### src/rtl/seq_mult_ctrl.sv
// ---------------------------------------------------------------------------
// seq_mult_ctrl
//   Multi-cycle unsigned shift-add multiplier controller. It borrows the shared
//   external ripple-carry adder (reached only through the Adder* ports) for one
//   addition per cycle, WIDTH iterations per multiply. The result is the exact
//   2*WIDTH-bit product, with a one-cycle Done pulse and a registered Zero flag.
//
// Handshake: Start is sampled on a rising edge only while Ready=1 (state IDLE
//   or DONE). An accepted Start captures MultA/MultB on that edge. Start is
//   ignored while Busy=1 (state RUN). Done=1 for exactly one cycle (state DONE),
//   and Product/Zero are valid in that cycle and held until the next multiply
//   completes.
//
// Ports:
//   clk, reset        clock; asynchronous active-high reset
//   Start             multiply request (sampled while Ready)
//   MultA, MultB      multiplicand / multiplier, captured on accepted Start
//   Ready, Busy, Done status (IDLE|DONE, RUN, DONE)
//   Product, Zero     result and Product==0 flag, registered at RUN->DONE
//   AdderA, AdderB    external adder operands (Hi, MCand in RUN; else 0)
//   AdderCin          external adder carry-in, always 0
//   AdderSum          external adder combinational sum
//   DbgState          current FSM state for observation (0 IDLE,1 RUN,2 DONE)
// ---------------------------------------------------------------------------
module seq_mult_ctrl #(
  parameter int WIDTH = 32,
  parameter int CNT_W = 6
) (
  input  logic                 clk,
  input  logic                 reset,
  input  logic                 Start,
  input  logic [WIDTH-1:0]     MultA,
  input  logic [WIDTH-1:0]     MultB,
  output logic                 Ready,
  output logic                 Busy,
  output logic                 Done,
  output logic [2*WIDTH-1:0]   Product,
  output logic                 Zero,
  output logic [WIDTH-1:0]     AdderA,
  output logic [WIDTH-1:0]     AdderB,
  output logic                 AdderCin,
  input  logic [WIDTH-1:0]     AdderSum,
  output logic [1:0]           DbgState
);

  typedef enum logic [1:0] {
    IDLE = 2'd0,
    RUN  = 2'd1,
    DONE = 2'd2
  } state_t;

  localparam logic [CNT_W-1:0] LAST_ITER = CNT_W'(WIDTH - 1);

  state_t                r_state;
  state_t                w_next;
  logic [CNT_W-1:0]      r_cnt;
  logic [WIDTH-1:0]      r_mcand;
  logic [WIDTH-1:0]      r_hi;
  logic [WIDTH-1:0]      r_lo;
  logic [2*WIDTH-1:0]    r_product;
  logic                  r_zero;

  logic                  w_accept;
  logic                  w_last;
  logic                  w_cout;
  logic                  w_c;
  logic [WIDTH-1:0]      w_hi_sel;
  logic [WIDTH-1:0]      w_hi_new;
  logic [WIDTH-1:0]      w_lo_new;

  // The adder has no carry-out, so rebuild it from the operand MSBs and the
  // sum MSB: with one operand MSB set, a carry leaves the top bit exactly when
  // a carry entered it, which is when the sum MSB came out 0.
  assign w_cout   = (r_hi[WIDTH-1] & r_mcand[WIDTH-1]) |
                    ((r_hi[WIDTH-1] | r_mcand[WIDTH-1]) & ~AdderSum[WIDTH-1]);
  assign w_hi_sel = r_lo[0] ? AdderSum : r_hi;
  assign w_c      = r_lo[0] & w_cout;
  // {C,Hi,Lo} >> 1
  assign w_hi_new = {w_c, w_hi_sel[WIDTH-1:1]};
  assign w_lo_new = {w_hi_sel[0], r_lo[WIDTH-1:1]};

  assign w_accept = Start & Ready;
  assign w_last   = (r_state == RUN) && (r_cnt == LAST_ITER);

  // Next-state and status outputs
  always_comb begin
    w_next   = r_state;
    Ready    = 1'b0;
    Busy     = 1'b0;
    Done     = 1'b0;
    AdderA   = '0;
    AdderB   = '0;
    AdderCin = 1'b0;
    case (r_state)
      IDLE: begin
        Ready = 1'b1;
        if (Start) w_next = RUN;
      end
      RUN: begin
        Busy   = 1'b1;
        AdderA = r_hi;
        AdderB = r_mcand;
        if (w_last) w_next = DONE;
      end
      DONE: begin
        Ready  = 1'b1;
        Done   = 1'b1;
        w_next = Start ? RUN : IDLE;
      end
      default: w_next = IDLE;
    endcase
  end

  always_ff @(posedge clk or posedge reset) begin
    if (reset) r_state <= IDLE;
    else       r_state <= w_next;
  end

  // Datapath: capture on accept, one shift-add step per RUN cycle.
  always_ff @(posedge clk or posedge reset) begin
    if (reset) begin
      r_cnt     <= '0;
      r_mcand   <= '0;
      r_hi      <= '0;
      r_lo      <= '0;
      r_product <= '0;
      r_zero    <= 1'b1;
    end else if (w_accept) begin
      r_mcand <= MultA;
      r_lo    <= MultB;
      r_hi    <= '0;
      r_cnt   <= '0;
    end else if (r_state == RUN) begin
      r_hi  <= w_hi_new;
      r_lo  <= w_lo_new;
      r_cnt <= r_cnt + CNT_W'(1);
      if (w_last) begin
        r_product <= {w_hi_new, w_lo_new};
        r_zero    <= ~|{w_hi_new, w_lo_new};
      end
    end
  end

  assign Product  = r_product;
  assign Zero     = r_zero;
  assign DbgState = r_state;

endmodule

### config.mk
export PLATFORM = sky130hd
export DESIGN_NAME = seq_mult_ctrl
export DESIGN_NICKNAME = d
export VERILOG_FILES = /design/src/rtl/seq_mult_ctrl.sv
export SDC_FILE = /design/constraint.sdc
export NUM_CORES = 1
export LEC_CHECK = 0
export CAP_MARGIN = 10
export CORE_MARGIN = 2
export CORE_UTILIZATION = 47
export DETAILED_ROUTE_END_ITERATION = 10
export GPL_ROUTABILITY_DRIVEN = 0
export PLACE_DENSITY = 0.79
export SLEW_MARGIN = 25
export SYNTH_ARGS = -nofsm -noshare
export SYNTH_HDL_FRONTEND = slang
export SYNTH_SLANG_ARGS = --single-unit
### constraint.sdc
create_clock -name clk -period 7.45 [get_ports clk]
set_clock_uncertainty 0.15 [all_clocks]
set_input_delay 1.49 -clock clk [delete_from_list [all_inputs] [get_ports clk]]
set_output_delay 1.49 -clock clk [all_outputs]
set_load 0.03 [all_outputs]
# Word-level counts from Yosys, hierarchy flattened
# Cells that the tools add are included.
[totals]
reg_bits = 169
input_bits = 99
out_inout_bits = 135
wordCells = 45
[classes]
add_sub_neg = 1
n_eq_ne = 5
mux = 16
n_bitwise = 8
reduce_logical = 8
[op_table]
columns = ["operator", "count"]
rows = [
  ["32-bit two-way mux", 7],
  ["64-bit OR reduction", 1],
  ["6-bit two-way mux", 2],
  ["6-bit by 1-bit adder with 6-bit output (second input constant)", 1],
  ["6-bit by 5-bit == test with 1-bit output (second input constant)", 1],
  ["2-bit one-hot mux with 3 select lines", 1],
  ["1-bit bitwise AND", 4],
  ["1-bit two-way mux", 4],
  ["2-bit two-way mux", 2],
  ["2-bit != test (second input constant)", 2],
  ["3-bit AND reduction", 1],
  ["2-bit by 1-bit == test with 1-bit output (second input constant)", 1],
  ["2-bit == test (second input constant)", 1],
  ["2-bit logical NOT", 1],
  ["1-bit NOT", 2],
  ["1-bit bitwise OR", 2],
  ["2-bit AND reduction", 1],
  ["2-bit nonzero test", 1],
  ["2-bit OR reduction", 1],
  ["1-bit logical AND", 1],
  ["1-bit logical NOT", 1],
]

# Depth between registers and ports, before layout
# Gate-level depths: netlist of run 1.
[logic_depth]
depth_word = 6
depth_mapped = 8
depth_no_buf = 7

# Worst setup path before layout of run 1
# Ideal clock, no wire load.
[synth_timing]
kind = "register to output"
from = "register r_state[1] (netlist: DbgState[1])"
to = "output port AdderA[22]"
arrival_ps = 1697
t_required_ps = 5810
slack_ps = 4113
path_stages_with_launch = 6
n_path_buf = 2
cell_sequence = "dfrtp_1 > nand2b_1 > buf_2 > clkinv_2 > clkbuf_1 > and2_1"
[synth_via]
elab_chain_len = 2
[synth_rtl]
columns = ["element", "line_no", "text"]
rows = [
  ["start, declared", "54", "state_t r_state;"],
  ["start signal, assigned", "116", "else r_state <= w_next;"],
  ["2-bit by 1-bit == test with 1-bit output", "94", "case (r_state)"],
  ["32-bit two-way mux", "94", ""],
  ["end, declared", "39", "output logic [WIDTH-1:0] AdderA,"],
]
# Every way passes these cells.

# Worst setup path after layout of run 1
[layout_timing]
from = "register r_state[0] (netlist: DbgState[0])"
to = "output port AdderB[12]"
[layout_via]
elab_chain_len = 2
[layout_rtl]
columns = ["element", "line_no", "text"]
rows = [
  ["2-bit by 1-bit == test with 1-bit output", "94", ""],
  ["32-bit two-way mux", "94", ""],
  ["end, declared", "40", "output logic [WIDTH-1:0] AdderB,"],
]
# Every way passes these cells.

==> flow_summary.toml, run 1 <==
[status]
run_status = "complete, no violations"

[global_routing]
met3_usage = 0.05698
gr-total-overflow = 0
track_usage = 0.2410
grt_max_degree = 96
globalRoute.busiestLayer = "met2"
grt_pass1_wl_mm = 31.55
grtUsageMet2 = 0.3867
antenna_found_initial = 0
grt_pass1_vias = 6104
use_met1 = 0.3262

[die]
die_h_um = 129.4
fp.dieW_um = 129.4
core_um2 = 15310
fp-row-count = 45
die_area_um2 = 16750
initial_core_util = 0.4828
io_pins = 234

[synth]
synth_top_family_by_area = "simple AND/OR/NAND/NOR gates"
synth.area.top_cells = "dfrtp_1 57%, nand2_1 10%, and2_1 5.3%, mux2_2 4.7%, mux2i_1 4.3%"
synth_xor_area_frac = 0
yosysWarnings = 0
synth_cell_type_count = 45
syn_area_um2 = 7395
ys_seq_area_frac = 0.5721
avgSynthCellArea_um2 = 10.01
syn-num-nets = 839
synth_top_cell_by_area = "dfrtp_1"
netlist_instances = 739
synth-compound-area-share = 0.08951
synthSimpleGateAreaFrac = 0.2120
synth_seq_cells = 169
synth_fa_ha_area_frac = 0.003046
yosysTopAreaCellShare = 0.5685
synth_mux_area_frac = 0.09052

[critical_path]
required_ns = 5.81
critPathTopFamily = "buffers and inverters"
cp_num_buf_inv = 4
cp-start-kind = "flop"
critPathKind = "reg -> out"
crit_path_cell_trace = "nand2b_1 -> buf_4 -> clkinv_2 -> buf_4 -> and2_1 -> clkdlybuf4s50_1"
crit_arrival_ns = 3.47
crit_fanout = 76
path_common_cell = "buf_4"
max_stage_delay_ns = 0.83
worstSetupEndpointType = "output pin"
slowest_stage = "clkinv_2"

[sta]
fmax_mhz = 195.6
setup_viol = 0
fin_tns_setup_ns = 0
drv_slew = 0
min_period_ns = 5.112
hold_viol = 0
rsz0062_at_grt = "false"
tightest_slew_ns = 0.9640
fin_crit_sh = 0.6861
slew_headroom = 0.3566

[clock_network]
htreeDepth = 4
postCtsSetupRepairBufs = 0
cts_root_buffer = "clkbuf_16"
cts_buffers = 17
cts_tree = "yes"
clk_pin_slew_ns = 0.06
clockBufferDepth = 2
clkSinkCount = 169
insertion_delay_ns = 0.42
cts-resized-gates = 0
hold_buffers = 0

[drt]
drt_first_pass_iters = 4
avgRoutedWirePerCell_um = 16.95
ant_nets = 0
drt_iter0_markers = 341
drc = 0
num_vias = 6201
routed_wl_mm = 19.88
viasPerCell = 5.286

[layout]
drive_above_1_share = 0.08524
num-nets-final = 1049
final_design_area_no_fill_um2 = 10490
diodes = 0
area_growth_pct = 41.84

[power_and_ir_drop]
vdd_drop_max_uv = 178.0
p_leak_nw = 4.564
power_density_nw_per_um2 = 369.2

[placement]
hpwlAfterDp_mm = 13.60
port_buffers = 232
place_area_um2 = 9834

[hold_path]
hold_class = "reg -> reg"

[flow_run]
drv_cap = 0
## worst paths after layout
check,from,end,slack [ns],cells after the start
max in group asynchronous,reset,r_mcand[24],4.41,4
max reg2reg,DbgState[0],Zero,3.08,8
min in group asynchronous,reset,Product[35],1.45,2
max,DbgState[0],AdderB[12],2.34,6
min reg2reg,r_mcand[16],r_mcand[16],0.32,2
min,r_mcand[16],r_mcand[16],0.32,2
## power breakdown
part           total [mW]  internal, mW  switching, mW
Clock               0.933         0.575          0.358
Sequential           1.46          1.20          0.261
Combinational        1.48         0.650          0.829
Total                3.87          2.42           1.45
## cell families (layout without fill, tap and decap cells)
kind of cell	Yosys count	count (layout)
AND/OR/NAND/NOR	339	339
flip-flops	169	169
AO/OA/AOI/OAI	111	111
multiplexers	63	63
buffers and inverters	54	277
adder cells (fa/ha/maj)	2	2
other	1	1
## through the flow
step	instances	setup WS, ns	total power, mW	util	hold slack [ns]
6_report	1173	2.338	3.872	0.6849	0.3157
4_1_cts	1172	2.315	3.890	0.6835	0.3193
2_1_floorplan	739	1.237	2.325	-	0.2874
3_3_place_gp	1140	2.843	2.916	0.6420	0.2983
5_1_grt	1173	2.075	4.081	0.6849	0.3386
3_5_place_dp	1140	2.778	2.952	0.6422	0.3040
## layout make-up
cell class	count	area, µm²
multi-input cells	516	2943
fillers	1227	4826
clock inverters	9	135.1
well taps	211	264.0
repair buffers	239	2387
clock buffers	23	498.0
flip-flops and latches	169	4232
inverters	6	30.03
## flip-flops by register name, summed over array words and instances, names as in the netlist
name	count
Product	64
r_hi	32
r_lo	32
r_mcand	32
r_cnt	6
DbgState	2
Zero	1
## tightest hold or removal path: stages, from the launching register on
cell and delay (ns):
dfrtp_1 0.33, nand2_1 0.05, nand2_1 0.05
## Yosys cell counts (all sizes together)
cell type,count
nand2,197
dfrtp,168
and2,64
o21ai,38
nor2,36
a21oi,33
a22oi,32
mux2i,32
mux2,31
buf,25
clkbuf,23
nor4,18
nand3,6
inv,5
nor3,4
nand4,3
or4,3
a22o,2
nor2b,2
a31oi,1
a32o,1
and3,1
and4,1
and4b,1
clkinv,1
conb,1
dfstp,1
ha,1
maj3,1
nand2b,1
nor3b,1
nor4b,1
o2111ai,1
o211ai,1
o31ai,1
o41ai,1
## per-layer routing
layer  vias to the layer above  share of wire
met5                         -              0
met4                         0          0.022
met3                        34          0.063
met2                       231           0.47
met1                      3014           0.44
li1                       2922              -
## cell usage in the layout, fill, tap and decap left out, types with 2 or more instances in the layout
| cell | instances |
|---|---|
| mux2i_1 | 32 |
| inv_1 | 3 |
| nand3_1 | 5 |
| nor4_1 | 17 |
| clkinv_4 | 3 |
| a21oi_1 | 33 |
| dfrtp_1 | 167 |
| nand2_1 | 196 |
| and2_1 | 63 |
| mux2_2 | 31 |
| nand4_1 | 3 |
| clkbuf_16 | 17 |
| nor2_1 | 35 |
| inv_6 | 2 |
| or4_1 | 2 |
| nor3_1 | 3 |
| a22o_1 | 2 |
| bufinv_16 | 3 |
| a22oi_1 | 32 |
| o21ai_0 | 38 |
| clkdlybuf4s50_1 | 232 |
| clkinv_2 | 4 |
| buf_4 | 6 |
| clkbuf_8 | 5 |
Note: power is estimated with default switching activity, not from simulation.
==> inputs of run 2 (changes only) <==
- CORE_UTILIZATION: 47 -> 42
- PLACE_DENSITY: 0.79 -> 0.74
- clock period: 7.45 -> 4.7 ns (I/O delays scaled with it)
==> run 2 against run 1 <==
Effect of this change:
- setup slack worse by 2.0 ns
- cell count increased by 1.4%
- critical path depth down 1
- via count shrank 1.5%
- power rose by 56%
- clock power rose by 49%
- combinational power grew 57%
- clock-buffer cell count fell by 4
- die area grew 12%
- cell area is 0.11% lower
- non-clock buffer count is 2 higher
- critical endpoint is now AdderA[26]
- largest cell class unchanged
==> flow_summary.toml, run 2 (synthesis gave the netlist of run 1 again) <==
[clock_network]
cts-resized-gates = 0
postCtsSetupRepairBufs = 0
clockBufferDepth = 2
insertion_delay_ns = 0.42
htreeDepth = 4
cts_root_buffer = "clkbuf_16"
clk_pin_slew_ns = 0.06
clkSinkCount = 169
hold_buffers = 0
cts_tree = "yes"
cts_buffers = 17

[die]
fp.dieW_um = 136.7
die_h_um = 136.7
io_pins = 234
core_um2 = 17240
fp-row-count = 48
initial_core_util = 0.4290
die_area_um2 = 18680

[hold_path]
min_path_cells = 2
hold_path_startpoint = "r_mcand[25]"
min_to = "r_mcand[25]"
hold_class = "reg -> reg"

[drt]
drc = 0
avgRoutedWirePerCell_um = 16.65
drt_first_pass_iters = 5
ant_nets = 0
routed_wl_mm = 19.79
drt_iter0_markers = 328
viasPerCell = 5.135
num_vias = 6105

[placement]
hpwlAfterDp_mm = 13.55
post-place-ws_ns = 0.8011
port_buffers = 232

[sta]
fmax_mhz = 231.5
worst_slack_ns = 0.3808
hold_viol = 0
drv_slew = 0
slew_headroom = 0.4039
rsz0062_at_grt = "false"
setup_viol = 0
fin_crit_sh = 0.9190
fin_tns_setup_ns = 0
tightest_slew_ns = 0.8932
min_period_ns = 4.319

[global_routing]
antenna_found_initial = 0
grt_pass1_wl_mm = 31.13
grt_max_degree = 83
grt_pass1_vias = 5874
gr-total-overflow = 0
track_usage = 0.2146

[power_and_ir_drop]
vdd_drop_max_uv = 292.0
power_density_nw_per_um2 = 576.6
p_leak_nw = 4.546

[flow_run]
drv_cap = 0

[critical_path]
crit_arrival_ns = 3.23
worstSetupEndpointType = "output pin"
crit_fanout = 75
cp-start-kind = "flop"
critPathKind = "reg -> out"
rrSetupSlack_ns = 1.03
worstReg2RegStart = "DbgState[0]"
reg2reg_to = "Product[51]"
r2r_cells = 8
required_ns = 3.61

[layout]
layout_common_cells = "229 x clkdlybuf4s50_1, 196 x nand2_1, 167 x dfrtp_1"
area_growth_pct = 41.69
largest_register_ffs = 64
drive_above_1_share = 0.09025
diodes = 0
num-nets-final = 1051
final_util = 0.6079
n_fill_cell = 1486
final_common_cell = "clkdlybuf4s50_1"

[status]
run_status = "complete, no violations"
run 2: cell types whose count changed in the layout (fill, tap and decap cells not counted), moves of 3 or more:
cell             change
clkinvlp_4           +4
clkbuf_8             -4
clkdlybuf4s50_1      -3
buf_4                +4
run 2: final cells by class:
type / instances / area, µm² / area share
repair buffers: 241 / 2407 / 0.2298
clock inverters: 13 / 143.9 / 0.01373
clock buffers: 19 / 442.9 / 0.04227
inverters: 6 / 27.53 / 0.002627
well taps: 225 / 281.5 / 0.02687
multi-input cells: 516 / 2943 / 0.2809
flip-flops and latches: 169 / 4232 / 0.4039
run 2: stage by stage:
stage | std cells | power (mW) | cell area, µm² | hold slack (ns)
2_1_floorplan | 739 | 3.686 | 7398 | 0.2874
3_3_place_gp | 1157 | 4.632 | 9888 | 0.2988
3_5_place_dp | 1157 | 4.674 | 9891 | 0.3039
4_1_cts | 1189 | 6.085 | 10480 | 0.3196
5_1_grt | 1189 | 6.370 | 10480 | 0.3383
6_report | 1189 | 6.041 | 10480 | 0.3140
run 2: metal layers:
metal / GRT usage / wire (µm)
met3: 0.05222 / 1508
met2: 0.3364 / 9320
met5: 0 / 0
met1: 0.2973 / 8675
met4: 0.06192 / 286
run 2: critical path, cell delays in order, from the launching register on:
cell	delay [ns]
dfrtp_1	0.44
nand2b_1	0.10
buf_4	0.34
clkinv_2	0.79
and2_2	0.52
clkdlybuf4s50_1	0.59
run 2: worst max-delay path by stage:
stage                      startpoint          end  slack (ns)  cells after the start
final                     DbgState[0]   AdderA[26]        0.38                      5
after global routing      DbgState[0]   AdderA[26]        0.13                      5
after CTS                 DbgState[0]   AdderA[26]        0.34                      5
after detailed placement  DbgState[0]   AdderA[26]        0.80                      5
after global placement    DbgState[0]   AdderA[26]        0.83                      5
after floorplan                 reset  DbgState[0]        1.46                      1
run 2: power by group:
group	internal, mW	switching [mW]
logic	1.03	1.30
clock network	0.803	0.591
registers	1.90	0.415
==> inputs of run 3 (changes only) <==
- SLEW_MARGIN: 25 -> default
==> run 3 against run 2 <==
Effect of this change:
- register-to-register slack improved by 0.05 ns
- die area unchanged
- cell count unchanged
- clock power about the same
==> flow_summary.toml, run 3 (synthesis gave the netlist of run 1 again) <==
[status]
run_status = "complete, no violations"

[critical_path]
required_ns = 3.61
critPathKind = "reg -> out"
crit_fanout = 75
cp-start-kind = "flop"
worstReg2RegStart = "DbgState[0]"
cp-startpoint = "DbgState[0]"
crit_arrival_ns = 3.21
worstSetupEndpointType = "output pin"

[die]
fp.dieW_um = 136.7
initial_core_util = 0.4290
die_area_um2 = 18680
die_h_um = 136.7
fp-row-count = 48
core_um2 = 17240
io_pins = 234

[clock_network]
hold_buffers = 0
clk_pin_slew_ns = 0.06
clkSinkCount = 169
cts_tree = "yes"
htreeDepth = 4
postCtsSetupRepairBufs = 0
cts-resized-gates = 0
insertion_delay_ns = 0.42
cts_root_buffer = "clkbuf_16"
cts_buffers = 17
clockBufferDepth = 2

[hold_path]
hold_path_startpoint = "r_mcand[25]"
hold_class = "reg -> reg"

[placement]
place_area_um2 = 9888
post-place-ws_ns = 0.7517
port_buffers = 232
hpwlAfterDp_mm = 13.54

[drt]
drt_first_pass_iters = 5
drt_iter0_markers = 343
num_vias = 6046
viasPerCell = 5.085
ant_nets = 0
avgRoutedWirePerCell_um = 16.63
drc = 0
routed_wl_mm = 19.78

[sta]
worst_slack_ns = 0.3953
slew_headroom = 0.2079
setup_viol = 0
fin_tns_setup_ns = 0
fmax_mhz = 232.3
min_period_ns = 4.305
tightest_slew_ns = 1.185
drv_slew = 0
hold_viol = 0
rsz0062_at_grt = "false"
fin_crit_sh = 0.9159

[global_routing]
grt_pass1_vias = 5869
grt_pass1_wl_mm = 30.93
gr-total-overflow = 0
grt_max_degree = 83
track_usage = 0.2131
antenna_found_initial = 0

[layout]
diodes = 0
n_fill_cell = 1469
drive_above_1_share = 0.08921
multiInputGateArea_um2 = 2940
layout_common_cells = "229 x clkdlybuf4s50_1, 197 x nand2_1, 167 x dfrtp_1"
seq_area_um2 = 4232
final_common_cell = "clkdlybuf4s50_1"
area_growth_pct = 41.78
num-nets-final = 1051
largest_register_ffs = 64
final_design_area_no_fill_um2 = 10480

[flow_run]
drv_cap = 0

[power_and_ir_drop]
vdd_drop_max_uv = 287.4
p_leak_nw = 4.549
power_density_nw_per_um2 = 577.0
==> run 3: cell type report <==
cell class | count | share of cell area
sequential | 169 | 0.4036
inverter | 6 | 0.002626
multi-input combinational | 516 | 0.2805
clock inverter | 12 | 0.01325
tap | 225 | 0.02685
timing repair buffer | 241 | 0.2296
clock buffer | 20 | 0.04356
==> run 3: final timing paths <==
kind	end	slack [ns]	cells past startpoint
min reg2reg	r_mcand[25]	0.31	2
min in group asynchronous	Product[36]	0.86	2
max in group asynchronous	r_mcand[9]	2.67	3
max reg2reg	Product[63]	1.08	8
max	AdderA[26]	0.40	5
min	r_mcand[25]	0.31	2
==> run 3: through the flow <==
stage | util | power (mW) | instances | hold WS [ns]
floorplan | - | 3.686 | 739 | 0.2874
global placement | 0.5737 | 4.632 | 1157 | 0.2988
detailed placement | 0.5737 | 4.675 | 1157 | 0.3039
CTS | 0.6082 | 6.093 | 1189 | 0.3191
global route | 0.6082 | 6.381 | 1189 | 0.3389
finish | 0.6082 | 6.049 | 1189 | 0.3136
==> run 3: per-layer routing <==
layer	vias to the layer above	global-route usage	wire length, µm
met5	-	0	0
met4	0	0.05556	265
met3	17	0.06074	1577
met2	194	0.3389	9284
met1	2924	0.2876	8648
li1	2911	-	-
==> run 3: where the power goes <==
part           internal (mW)  total, mW  switching (mW)
logic                   1.03       2.33            1.30
registers               1.90       2.31           0.411
clock network          0.818       1.41           0.588
==> run 3: worst max-delay path, cell delays in order, from the launching register on <==
cell	delay [ns]
dfrtp_1	0.44
nand2b_1	0.10
buf_4	0.33
clkinv_2	0.79
and2_2	0.53
clkdlybuf4s50_1	0.59
